## src/rtl/keymatrix_pkg.sv

```systemverilog
// Shared types and constants for the PS/2 to TS2068 keyboard matrix.
// KEYMATRIX_ESC_BREAK_EN adds Esc as a CS+SPACE composite.
package keymatrix_pkg;

    typedef enum logic [1:0] {
        ST_IDLE,
        ST_EXT,
        ST_BRK,
        ST_EXTBRK
    } pfx_e;

    typedef enum logic [2:0] {
        CK_BKSP,
        CK_LEFT,
        CK_DOWN,
        CK_UP,
        CK_RIGHT,
        CK_ESC
    } comp_e;

`ifdef KEYMATRIX_ESC_BREAK_EN
    localparam int NCOMP = 6;
`else
    localparam int NCOMP = 5;
`endif

    localparam logic [7:0] SC_E0     = 8'hE0;
    localparam logic [7:0] SC_F0     = 8'hF0;
    localparam logic [7:0] SC_LSHIFT = 8'h12;
    localparam logic [7:0] SC_RSHIFT = 8'h59;
    localparam logic [7:0] SC_CTRL   = 8'h14;
    localparam logic [7:0] SC_BKSP   = 8'h66;
    localparam logic [7:0] SC_LEFT   = 8'h6B;
    localparam logic [7:0] SC_DOWN   = 8'h72;
    localparam logic [7:0] SC_UP     = 8'h75;
    localparam logic [7:0] SC_RIGHT  = 8'h74;
    localparam logic [7:0] SC_F9     = 8'h01;
    localparam logic [7:0] SC_F5     = 8'h03;
    localparam logic [7:0] SC_F1     = 8'h05;
    localparam logic [7:0] SC_F2     = 8'h06;
    localparam logic [7:0] SC_ESC    = 8'h76;

    localparam logic [2:0] CS_ROW = 3'd0, CS_COL = 3'd0;
    localparam logic [2:0] SS_ROW = 3'd7, SS_COL = 3'd1;
    localparam logic [2:0] SP_ROW = 3'd7, SP_COL = 3'd0;
    localparam logic [2:0] D0_ROW = 3'd4, D0_COL = 3'd0;
    localparam logic [2:0] D5_ROW = 3'd3, D5_COL = 3'd4;
    localparam logic [2:0] D6_ROW = 3'd4, D6_COL = 3'd4;
    localparam logic [2:0] D7_ROW = 3'd4, D7_COL = 3'd3;
    localparam logic [2:0] D8_ROW = 3'd4, D8_COL = 3'd2;

    localparam int CTL_PLAY = 0;
    localparam int CTL_STOP = 1;
    localparam int CTL_F5   = 2;
    localparam int CTL_F9   = 3;

    // Second matrix key pulled down by a composite, packed {row, col}
    function automatic logic [5:0] comp_target(input comp_e k);
        case (k)
            CK_BKSP:  comp_target = {D0_ROW, D0_COL};
            CK_LEFT:  comp_target = {D5_ROW, D5_COL};
            CK_DOWN:  comp_target = {D6_ROW, D6_COL};
            CK_UP:    comp_target = {D7_ROW, D7_COL};
            CK_RIGHT: comp_target = {D8_ROW, D8_COL};
            default:  comp_target = {SP_ROW, SP_COL};
        endcase
    endfunction

endpackage

```

## src/rtl/keymatrix_decode.sv

```systemverilog
// Combinational scancode decoder: {ext, code} to matrix position,
// composite index or control key. Esc decodes only with KEYMATRIX_ESC_BREAK_EN.
module keymatrix_decode
    import keymatrix_pkg::*;
(
    input  logic       ext_i,
    input  logic [7:0] code_i,
    output logic       valid_o,
    output logic       alt_o,
    output logic [2:0] row_o,
    output logic [2:0] col_o,
    output logic       comp_valid_o,
    output comp_e      comp_o,
    output logic [3:0] ctl_o
);

    logic [5:0] rc;
    logic       hit;

    assign row_o   = rc[5:3];
    assign col_o   = rc[2:0];
    assign valid_o = hit;

    // rc is octal {row, col}; alt marks the second CS/SS source
    always_comb begin
        hit          = 1'b1;
        alt_o        = 1'b0;
        rc           = 6'o00;
        comp_valid_o = 1'b0;
        comp_o       = CK_BKSP;
        ctl_o        = 4'b0000;
        case ({ext_i, code_i})
            {1'b0, SC_LSHIFT}: rc = {CS_ROW, CS_COL};
            {1'b0, SC_RSHIFT}: begin alt_o = 1'b1; rc = {CS_ROW, CS_COL}; end
            9'h01A: rc = 6'o01;
            9'h022: rc = 6'o02;
            9'h021: rc = 6'o03;
            9'h02A: rc = 6'o04;
            9'h01C: rc = 6'o10;
            9'h01B: rc = 6'o11;
            9'h023: rc = 6'o12;
            9'h02B: rc = 6'o13;
            9'h034: rc = 6'o14;
            9'h015: rc = 6'o20;
            9'h01D: rc = 6'o21;
            9'h024: rc = 6'o22;
            9'h02D: rc = 6'o23;
            9'h02C: rc = 6'o24;
            9'h016: rc = 6'o30;
            9'h01E: rc = 6'o31;
            9'h026: rc = 6'o32;
            9'h025: rc = 6'o33;
            9'h02E: rc = 6'o34;
            9'h045: rc = 6'o40;
            9'h046: rc = 6'o41;
            9'h03E: rc = 6'o42;
            9'h03D: rc = 6'o43;
            9'h036: rc = 6'o44;
            9'h04D: rc = 6'o50;
            9'h044: rc = 6'o51;
            9'h043: rc = 6'o52;
            9'h03C: rc = 6'o53;
            9'h035: rc = 6'o54;
            9'h05A: rc = 6'o60;
            9'h04B: rc = 6'o61;
            9'h042: rc = 6'o62;
            9'h03B: rc = 6'o63;
            9'h033: rc = 6'o64;
            9'h029: rc = {SP_ROW, SP_COL};
            {1'b0, SC_CTRL}: rc = {SS_ROW, SS_COL};
            {1'b1, SC_CTRL}: begin alt_o = 1'b1; rc = {SS_ROW, SS_COL}; end
            9'h03A: rc = 6'o72;
            9'h031: rc = 6'o73;
            9'h032: rc = 6'o74;
            {1'b0, SC_BKSP}:  begin hit = 1'b0; comp_valid_o = 1'b1; comp_o = CK_BKSP;  end
            {1'b1, SC_LEFT}:  begin hit = 1'b0; comp_valid_o = 1'b1; comp_o = CK_LEFT;  end
            {1'b1, SC_DOWN}:  begin hit = 1'b0; comp_valid_o = 1'b1; comp_o = CK_DOWN;  end
            {1'b1, SC_UP}:    begin hit = 1'b0; comp_valid_o = 1'b1; comp_o = CK_UP;    end
            {1'b1, SC_RIGHT}: begin hit = 1'b0; comp_valid_o = 1'b1; comp_o = CK_RIGHT; end
`ifdef KEYMATRIX_ESC_BREAK_EN
            {1'b0, SC_ESC}:   begin hit = 1'b0; comp_valid_o = 1'b1; comp_o = CK_ESC;   end
`endif
            {1'b0, SC_F1}: begin hit = 1'b0; ctl_o[CTL_PLAY] = 1'b1; end
            {1'b0, SC_F2}: begin hit = 1'b0; ctl_o[CTL_STOP] = 1'b1; end
            {1'b0, SC_F5}: begin hit = 1'b0; ctl_o[CTL_F5]   = 1'b1; end
            {1'b0, SC_F9}: begin hit = 1'b0; ctl_o[CTL_F9]   = 1'b1; end
            default: hit = 1'b0;
        endcase
    end

endmodule

```

## src/rtl/keymatrix.sv

```systemverilog
// PS/2 set-2 to TS2068 keyboard matrix with prefix FSM and scan register.
// KEYMATRIX_ESC_BREAK_EN enables the Esc=CS+SPACE composite.
module keymatrix
    import keymatrix_pkg::*;
#(
    parameter int ROWS = 8,
    parameter int COLS = 5
) (
    input  logic            clock,
    input  logic            reset,
    input  logic            strb,
    input  logic [7:0]      code,
    input  logic [ROWS-1:0] row,
    output logic [COLS-1:0] col,
    output logic            play,
    output logic            stop,
    output logic            F5,
    output logic            F9
);

    pfx_e                       state_q, state_d;
    logic [ROWS-1:0][COLS-1:0]  keys_q, keys_d, eff;
    logic [1:0]                 alt_q, alt_d;
    logic [NCOMP-1:0]           comp_q, comp_d;
    logic [3:0]                 ctl_q, ctl_d;
    logic [COLS-1:0]            col_q, col_d;
    logic                       ext, brk;
    logic                       dec_valid, dec_alt, dec_cv;
    logic [2:0]                 dec_row, dec_col;
    comp_e                      dec_comp;
    logic [3:0]                 dec_ctl;
    logic [5:0]                 tgt;

    assign ext = (state_q == ST_EXT) || (state_q == ST_EXTBRK);
    assign brk = (state_q == ST_BRK) || (state_q == ST_EXTBRK);

    keymatrix_decode u_dec (
        .ext_i        (ext),
        .code_i       (code),
        .valid_o      (dec_valid),
        .alt_o        (dec_alt),
        .row_o        (dec_row),
        .col_o        (dec_col),
        .comp_valid_o (dec_cv),
        .comp_o       (dec_comp),
        .ctl_o        (dec_ctl)
    );

    always_comb begin
        state_d = state_q;
        keys_d  = keys_q;
        alt_d   = alt_q;
        comp_d  = comp_q;
        ctl_d   = ctl_q;
        if (strb) begin
            unique case (1'b1)
                code == SC_E0: state_d = brk ? ST_EXTBRK : ST_EXT;
                code == SC_F0: state_d = ext ? ST_EXTBRK : ST_BRK;
                default: begin
                    state_d = ST_IDLE;
                    if (dec_valid && dec_alt)
                        alt_d[dec_row == SS_ROW] = ~brk;
                    else if (dec_valid)
                        keys_d[dec_row][dec_col] = brk;
                    if (dec_cv)
                        comp_d[dec_comp] = ~brk;
                    ctl_d = brk ? (ctl_q & ~dec_ctl) : (ctl_q | dec_ctl);
                end
            endcase
        end
    end

    // Alternate sources and composites only ever pull bits low
    always_comb begin
        tgt = 6'o00;
        eff = keys_q;
        if (alt_q[0]) eff[CS_ROW][CS_COL] = 1'b0;
        if (alt_q[1]) eff[SS_ROW][SS_COL] = 1'b0;
        for (int i = 0; i < NCOMP; i++) begin
            if (comp_q[i]) begin
                tgt = comp_target(comp_e'(i));
                eff[CS_ROW][CS_COL] = 1'b0;
                eff[tgt[5:3]][tgt[2:0]] = 1'b0;
            end
        end
        col_d = '1;
        for (int r = 0; r < ROWS; r++)
            if (!row[r]) col_d = col_d & eff[r];
    end

    always_ff @(posedge clock or posedge reset) begin
        if (reset) begin
            state_q <= ST_IDLE;
            keys_q  <= '1;
            alt_q   <= '0;
            comp_q  <= '0;
            ctl_q   <= '0;
            col_q   <= '1;
        end else begin
            state_q <= state_d;
            keys_q  <= keys_d;
            alt_q   <= alt_d;
            comp_q  <= comp_d;
            ctl_q   <= ctl_d;
            col_q   <= col_d;
        end
    end

    assign col  = col_q;
    assign play = ~ctl_q[CTL_PLAY];
    assign stop = ~ctl_q[CTL_STOP];
    assign F5   = ~ctl_q[CTL_F5];
    assign F9   = ~ctl_q[CTL_F9];

endmodule

```

## config.mk

```make
export PLATFORM = sky130hd
export DESIGN_NAME = keymatrix
export DESIGN_NICKNAME = d
export VERILOG_FILES = /design/src/rtl/keymatrix_pkg.sv /design/src/rtl/keymatrix_decode.sv /design/src/rtl/keymatrix.sv
export SDC_FILE = /design/constraint.sdc
export NUM_CORES = 1
export LEC_CHECK = 0
export BUFFER_PORTS_ARGS = -buffer_cell sky130_fd_sc_hd__buf_2
export CAP_MARGIN = 20
export CORE_UTILIZATION = 45
export CTS_BUF_LIST = sky130_fd_sc_hd__clkbuf_16
export CTS_CLUSTER_SIZE = 24
export DETAILED_ROUTE_END_ITERATION = 8
export PLACE_DENSITY = 0.66
export SETUP_SLACK_MARGIN = 0.3
export SYNTH_ARGS = -nofsm -noshare
export SYNTH_HDL_FRONTEND = slang
export SYNTH_SLANG_ARGS = --single-unit
export TNS_END_PERCENT = 10
```

## constraint.sdc

```tcl
create_clock -name clock -period 2.75 [get_ports clock]
set_input_delay 0.4125 -clock clock [delete_from_list [all_inputs] [get_ports clock]]
set_output_delay 0.4125 -clock clock [all_outputs]
set_load 0.02 [all_outputs]
```

==> reports/results.tsv, run 1 <==
metric	value	unit
Root Buffer	clkbuf_16	
Num CTS Buffers	9	
fill cell count	655	
layout cell share with drive strength beyond 1	0.487	
Core Area	7890	um^2
Leakage	2.05	nW
power per cell area	466	nW/um^2
Peak VDD IR	424	uV
clk slew on worst S/H paths	0.06	ns
Vias/cell	5.81	
Seq/Total Area, Yosys	0.401	
Initial Utilization	0.476	
# nets final	511	
largest net degree at the start of global routing	29	
H-tree levels	3	
Mapped Cells	401	
GRT overflow	0	
syn nets	420	
ANT cells	0	
I/O pin total	28	
Area Overhead vs Synth	31.6	%
outcome	completed	
Worst Setup Start Kind	flop	
PortBufs	27	
CP required	3.00	ns
Die Area	8720	um^2
Worst Max-Slew Pin Slew	0.784	ns
Final Hold Viols	0	
Min Hold Slack	0.0847	ns
first-pass GRT wire length	18500	um
antenna violations before repair	0	
Slew Limit Fails	0	
mapped cell area	3760	um^2
Die W	93.4	um
routed wire length	11200	um
aggregate global-route resource usage	0.282	
Mean Syn Cell Area	9.37	um^2
Starting DRT DRC Count	237	
First-pass DRT Iterations	5	
max cap viols	0	
#FFs+latches synth	58	
drt drc	0	
DP Cell Count	581	
clk_lat worst skew	0.33	ns
CTS Sinks	58	
Rows	32	
ys async rst share	1.00	
minimum clock period	2.64	ns
ys flop type	dfstp_2	
chip height	93.4	um
GPL Wtd Cong	0.956	
clk buf depth	2	
Max Fclk	0.379	GHz
Yosys warning count	0	
RSZ-0062 raised after global routing	yes	
Worst Setup End Kind	flop	
Worst EP arrival	2.89	ns
Post-synth EDFFs	0	
Final Cycle Share	0.959	
vias in the first global route	3487	
CTS tree	built	
WL/cell	18.6	um
vias post-DR	3479	
Non-Filler Instances	599	
hpwl dp	8540	um
CP Max Fanout	8	
commonest non-fill, non-tap cell in the layout	buf_4	
most frequent cells in the layout	buf_4, dfstp_2, nand2_1	
Final Skew	0.00378	ns
Antenna Nets Post-Route	0	
critical path class	reg -> reg	
hold crit path type	in -> async	
Cell variety after synth	63	
slew margin rel.	0.477	
Final setup violation count	0	
critical path, cell delays in order, from the launching register on:
cell and delay [ns]:
dfrtp_2 0.51, or4bb_4 0.22, nor3_1 0.05, a211o_1 0.28
or4b_4 0.50, or4_4 0.44, a211oi_4 0.23, mux2_4 0.32
timing repair:
item / 4_1_cts / 5_1_grt
cloned: 0 / 0
setup endpoints to repair: 35 / 35
hold buffers: 0 / 0
endpoints found under the hold margin: 0 / 0
gates resized for setup: 18 / 4
buffers inserted: 2 / 0
pin swaps: 5 / 0
per-layer routing:
layer / vias to the layer above / track usage / share of wire
met5: - / 0 / 0
met4: 0 / 0.0782 / 0.010
met3: 13 / 0.0512 / 0.054
met2: 108 / 0.426 / 0.44
met1: 1692 / 0.411 / 0.50
li1: 1666 / - / -
sequential cells by signal (all words and copies together), names as in the netlist, named ones only:
register,flops
alt_q,2
comp_q,5
state_q,2
keys_q,40
col,5
power by group:
part | total (mW) | switching, mW | internal [mW]
logic | 0.363 | 0.196 | 0.167
clock network | 1.01 | 0.402 | 0.604
registers | 0.933 | 0.0277 | 0.905
kinds of logic after synthesis:
family          count (synthesis)  share of synthesized area
compound gates                 76                      0.137
buf+inv                        45                     0.0520
xor+xnor                        4                    0.00933
mux                            44                      0.131
simple gates                  174                      0.269
flops                          58                      0.401
final cells by class:
type,count,area [um^2],share of cell area
Clock buffer,9,225,0.0456
Clock inverter,7,46.3,0.00936
Inverter,17,63.8,0.0129
Multi-Input combinational cell,298,2170,0.440
Sequential cell,58,1510,0.305
Tap cell,102,128,0.0258
Timing Repair Buffer,108,797,0.161
Yosys cell counts, types with 6 or more instances:
cell,instances,area share
nor4b_1,6,0.014
nor4_1,7,0.012
nor2b_1,6,0.010
o21ai_0,13,0.017
nand3_1,17,0.023
dfstp_2,45,0.31
a21oi_1,15,0.020
dfrtp_1,13,0.087
buf_2,12,0.016
nand2b_1,12,0.020
clkbuf_1,10,0.010
nand4_1,7,0.012
nor3_1,12,0.016
inv_1,17,0.017
o22ai_1,12,0.020
nor2_1,24,0.024
mux2_2,40,0.12
nand2_1,44,0.044
per-stage QoR:
stage | area, um^2 | utilization | setup TNS [ns] | setup WS, ns | power, mW
2_1_floorplan | 3780 | - | -0.0579 | -0.0579 | 1.12
3_3_place_gp | 4540 | 0.576 | -3.51 | -0.235 | 1.28
3_5_place_dp | 4540 | 0.576 | -2.28 | -0.254 | 1.28
4_1_cts | 4920 | 0.624 | 0 | 0.145 | 2.31
5_1_grt | 4940 | 0.627 | 0 | 0.0516 | 2.39
6_report | 4940 | 0.627 | 0 | 0.114 | 2.30
final timing paths:
check / depth (start not counted) / to / slack, ns / start
hold reg to reg: 2 / flop / 0.48 / flop
hold / removal: 2 / comp_q[4] / 0.08 / reset
setup reg to reg: 7 / keys_q[0] / 0.11 / state_q[0]
min in group clock: 3 / col[3] / 0.39 / row[2]
max in group asynchronous: 3 / keys_q[29] / 1.95 / reset
setup / recovery: 7 / keys_q[0] / 0.11 / state_q[0]
Note: power is estimated with default switching activity, not from simulation.
==> run 2: changes to the inputs <==
--- a/config.mk
+++ b/config.mk
@@ -5,12 +5,14 @@
 export SDC_FILE = /design/constraint.sdc
 export NUM_CORES = 1
 export LEC_CHECK = 0
+export ABC_AREA = 1
 export BUFFER_PORTS_ARGS = -buffer_cell sky130_fd_sc_hd__buf_2
 export CAP_MARGIN = 20
 export CORE_UTILIZATION = 45
 export CTS_BUF_LIST = sky130_fd_sc_hd__clkbuf_16
 export CTS_CLUSTER_SIZE = 24
 export DETAILED_ROUTE_END_ITERATION = 8
+export GPL_TIMING_DRIVEN = 0
 export PLACE_DENSITY = 0.66
 export SETUP_SLACK_MARGIN = 0.3
 export SYNTH_ARGS = -nofsm -noshare
==> reports/results.tsv, run 2 <==
metric	value	unit	change
Util after Layout	0.540		-0.0866
Peak VDD IR	283	uV	-33%
CTS Sinks	58		unchanged
CP Cell Sequence	nor2_1 > nand2_1 > nor2_1 > nor2_1 > nand3_1 > nor2_1 > nand3_2 > nand2_1 > nor2_2 > buf_4 > nand3_1 > nand2_1		
vias in the first global route	4182		+20%
most frequent cells in the layout	nand2_1, nand3_1, nor2_1		
capturing point of the worst reg2reg path	keys_q[0]		
antenna violations before repair	0		unchanged
Leakage	2.12	nW	+3.6%
busiest grt layer	met2		
minimum clock period	2.34	ns	-0.297 ns
Synth area leader	dfstp_2		
most frequent CP cell	nor2_1		
#FFs+latches synth	58		unchanged
Worst Setup Start Kind	flop		
chip height	94.2	um	+0.94%
main combinational cell family by area after synthesis	simple AND/OR/NAND/NOR gates		
CP required	3.02	ns	+0.02 ns
crit-path max cell delay	0.45	ns	-0.06 ns
# nets final	626		+23%
Root Buffer	clkbuf_16		
First-pass DRT Iterations	5		unchanged
FF+latch area	1510	um^2	about the same
most common cell in the synthesized netlist	nand2_1		
Die W	94.2	um	+0.94%
ANT cells	0		unchanged
mux contribution to synthesized area	0.00523		-0.126
Vias/cell	6.07		+4.5%
Worst Setup End Kind	flop		
Multi-input gate area	2010	um^2	-7.7%
H-tree levels	3		unchanged
Num CTS Buffers	9		unchanged
first-pass GRT wire length	21800	um	+17%
ys async rst share	1.00		unchanged
Mean Syn Cell Area	6.73	um^2	-28%
Area contributors post-synth	dfstp_2, nand2_1, nand3_1		
fill cell count	836		+28%
Initial Utilization	0.466		-0.0102
aggregate global-route resource usage	0.332		+0.0497
clock network fraction of design power	0.520		+0.083
max cap viols	0		unchanged
Worst EP arrival	2.61	ns	-0.28 ns
Cell variety after synth	29		-54%
Yosys warning count	0		unchanged
mapped cell area	3830	um^2	+1.9%
top cell family by delay on the critical path	simple AND/OR/NAND/NOR gates		
Mapped Cells	569		+42%
Final Cycle Share	0.851		-0.108
power per cell area	516	nW/um^2	+11%
sequential share of power	0.379		-0.026
combinational power share	0.101		-0.057
slew margin rel.	0.524		+0.0471
met2 Use GR	0.492		+0.0663
Starting DRT DRC Count	526		+120%
Antenna Nets Post-Route	0		unchanged
Design Power	2.29	mW	-0.47%
max FFs per register	40		unchanged
PortBufs	26		-3.7%
routed wire length	13900	um	+25%
syn nets	588		+40%
Commonest cells post-synth	nand2_1, nand3_1, nor2_1, nand4_1		
Seq/Total Area, Yosys	0.394		-0.00761
Worst Reg-to-Reg Cells	12		+5
Final Skew	0.00692	ns	+0.00314 ns
Synth Area in Compound Gates	0.0647		-0.0725
clk slew on worst S/H paths	0.06	ns	about the same
Yosys top cell area share	0.309		-0.00597
area share of fa/ha/maj cells after synthesis	0		unchanged
clk_lat worst skew	0.33	ns	about the same
Top reg by flops	keys_q		
DP Cell Count	701		+21%
Worst Max-Slew Pin Slew	0.713	ns	-0.0716 ns
Psw	0.586	mW	-6.4%
commonest non-fill, non-tap cell in the layout	nand2_1		
Global Route met3 Usage	0.0939		+0.0426
vias post-DR	4345		+25%
Core Area	8220	um^2	+4.2%
GR Layer Usage met1	0.440		+0.0284
clk buf depth	2		unchanged
outcome	completed		
hpwl dp	10300	um	+20%
Setup TNS	0	ns	unchanged
Post-synth EDFFs	0		unchanged
Max Fclk	0.427	GHz	+13%
I/O pin total	28		unchanged
switching part of the total power	0.256		-0.0162
Crit Reg-Reg Startpoint	state_q[0]		
Post-Synth XOR/XNOR Area	0		-0.00933
Die Area	8880	um^2	+1.9%
largest net degree at the start of global routing	35		+21%
Buf/Inv on CP	1		+1
hold crit path type	in -> async		
P_int	1.71	mW	+1.7%
Final Hold Viols	0		unchanged
Slew Limit Fails	0		unchanged
Post-Synth Simple-Gate Area	0.450		+0.181
CP max-delay cell	dfrtp_1		
Final setup violation count	0		unchanged
WL/cell	19.4	um	+4.4%
RSZ-0062 raised after global routing	yes		
Area Overhead vs Synth	15.9	%	
CP Max Fanout	10		+2
Rows	33		+3.1%
register-to-register path setup slack	0.41	ns	+0.30 ns
CTS tree	built		
Non-Filler Instances	716		+20%
critical path class	reg -> reg		
drt drc	0		unchanged
ys flop type	dfstp_2		
GRT overflow	0		unchanged
GPL Wtd Cong	0.937		-2.0%
layout cell share with drive strength beyond 1	0.201		-0.286
run 2: cell types whose count changed in the layout (fill, tap and decap cells not counted), sizes merged, moves of 12 or more:
cell    before  now
nand3       17   75
nand2       44  157
nor2        24   78
nand4        7   46
mux2        41    0
inv         17   53
clkbuf       9   26
buf        108   39
nand2b      12    0
run 2: area by class of cell:
class                   instances  share of cell area
plain buffers                  29              0.0302
repair buffers                 27              0.0338
inverters                      53              0.0448
clock buffers                   9              0.0507
flip-flops and latches         58               0.340
clock inverters                 6              0.0186
well taps                     105              0.0296
multi-input cells             429               0.452
run 2: metal layers:
metal | part of all wire | wire (um)
met1 | 0.42 | 5790
met2 | 0.44 | 6080
met3 | 0.11 | 1490
met4 | 0.040 | 559
met5 | 0 | 0
run 2: what timing repair did:
| item | CTS | global route |
|---|---|---|
| endpoints found under the hold margin | 0 | 0 |
| gates resized for setup | 0 | 10 |
| hold buffers | 0 | 0 |
| endpoints found under the setup margin | 0 | 40 |
| setup buffers | 0 | 0 |
run 2: metrics by stage:
step / setup slack (ns) / instance area (um^2) / hold slack, ns
CTS: 0.434 / 4420 / 0.228
global route: 0.299 / 4440 / 0.265
floorplan: 0.977 / 3830 / 0.443
global placement: 0.218 / 4090 / 0.455
finish: 0.411 / 4440 / 0.198
detailed placement: 0.254 / 4110 / 0.457
run 2: cells by family after synthesis:
logic type | after synthesis
flops | 58
mux | 2
simple gates | 385
compound gates | 42
buf+inv | 82
run 2: worst max-delay path by stage:
stage	start	end	slack (ns)	cells past startpoint
after floorplan	reset	async pin	0.98	1
after global placement	reset	comp_q[1]	0.22	2
after detailed placement	code[2]	keys_q[2]	0.25	12
after CTS	state_q[0]	keys_q[0]	0.43	13
after global routing	state_q[0]	keys_q[7]	0.30	12
final	state_q[0]	keys_q[0]	0.41	12
run 2: power by group through the flow:
stage / Sequential (mW) / Clock (mW) / Combinational [mW]
global placement: 0.881 / 0 / 0.219
global route: 0.869 / 1.24 / 0.249
floorplan: 0.880 / 0 / 0.134
CTS: 0.869 / 1.20 / 0.222
detailed placement: 0.881 / 0 / 0.222
finish: 0.869 / 1.19 / 0.231
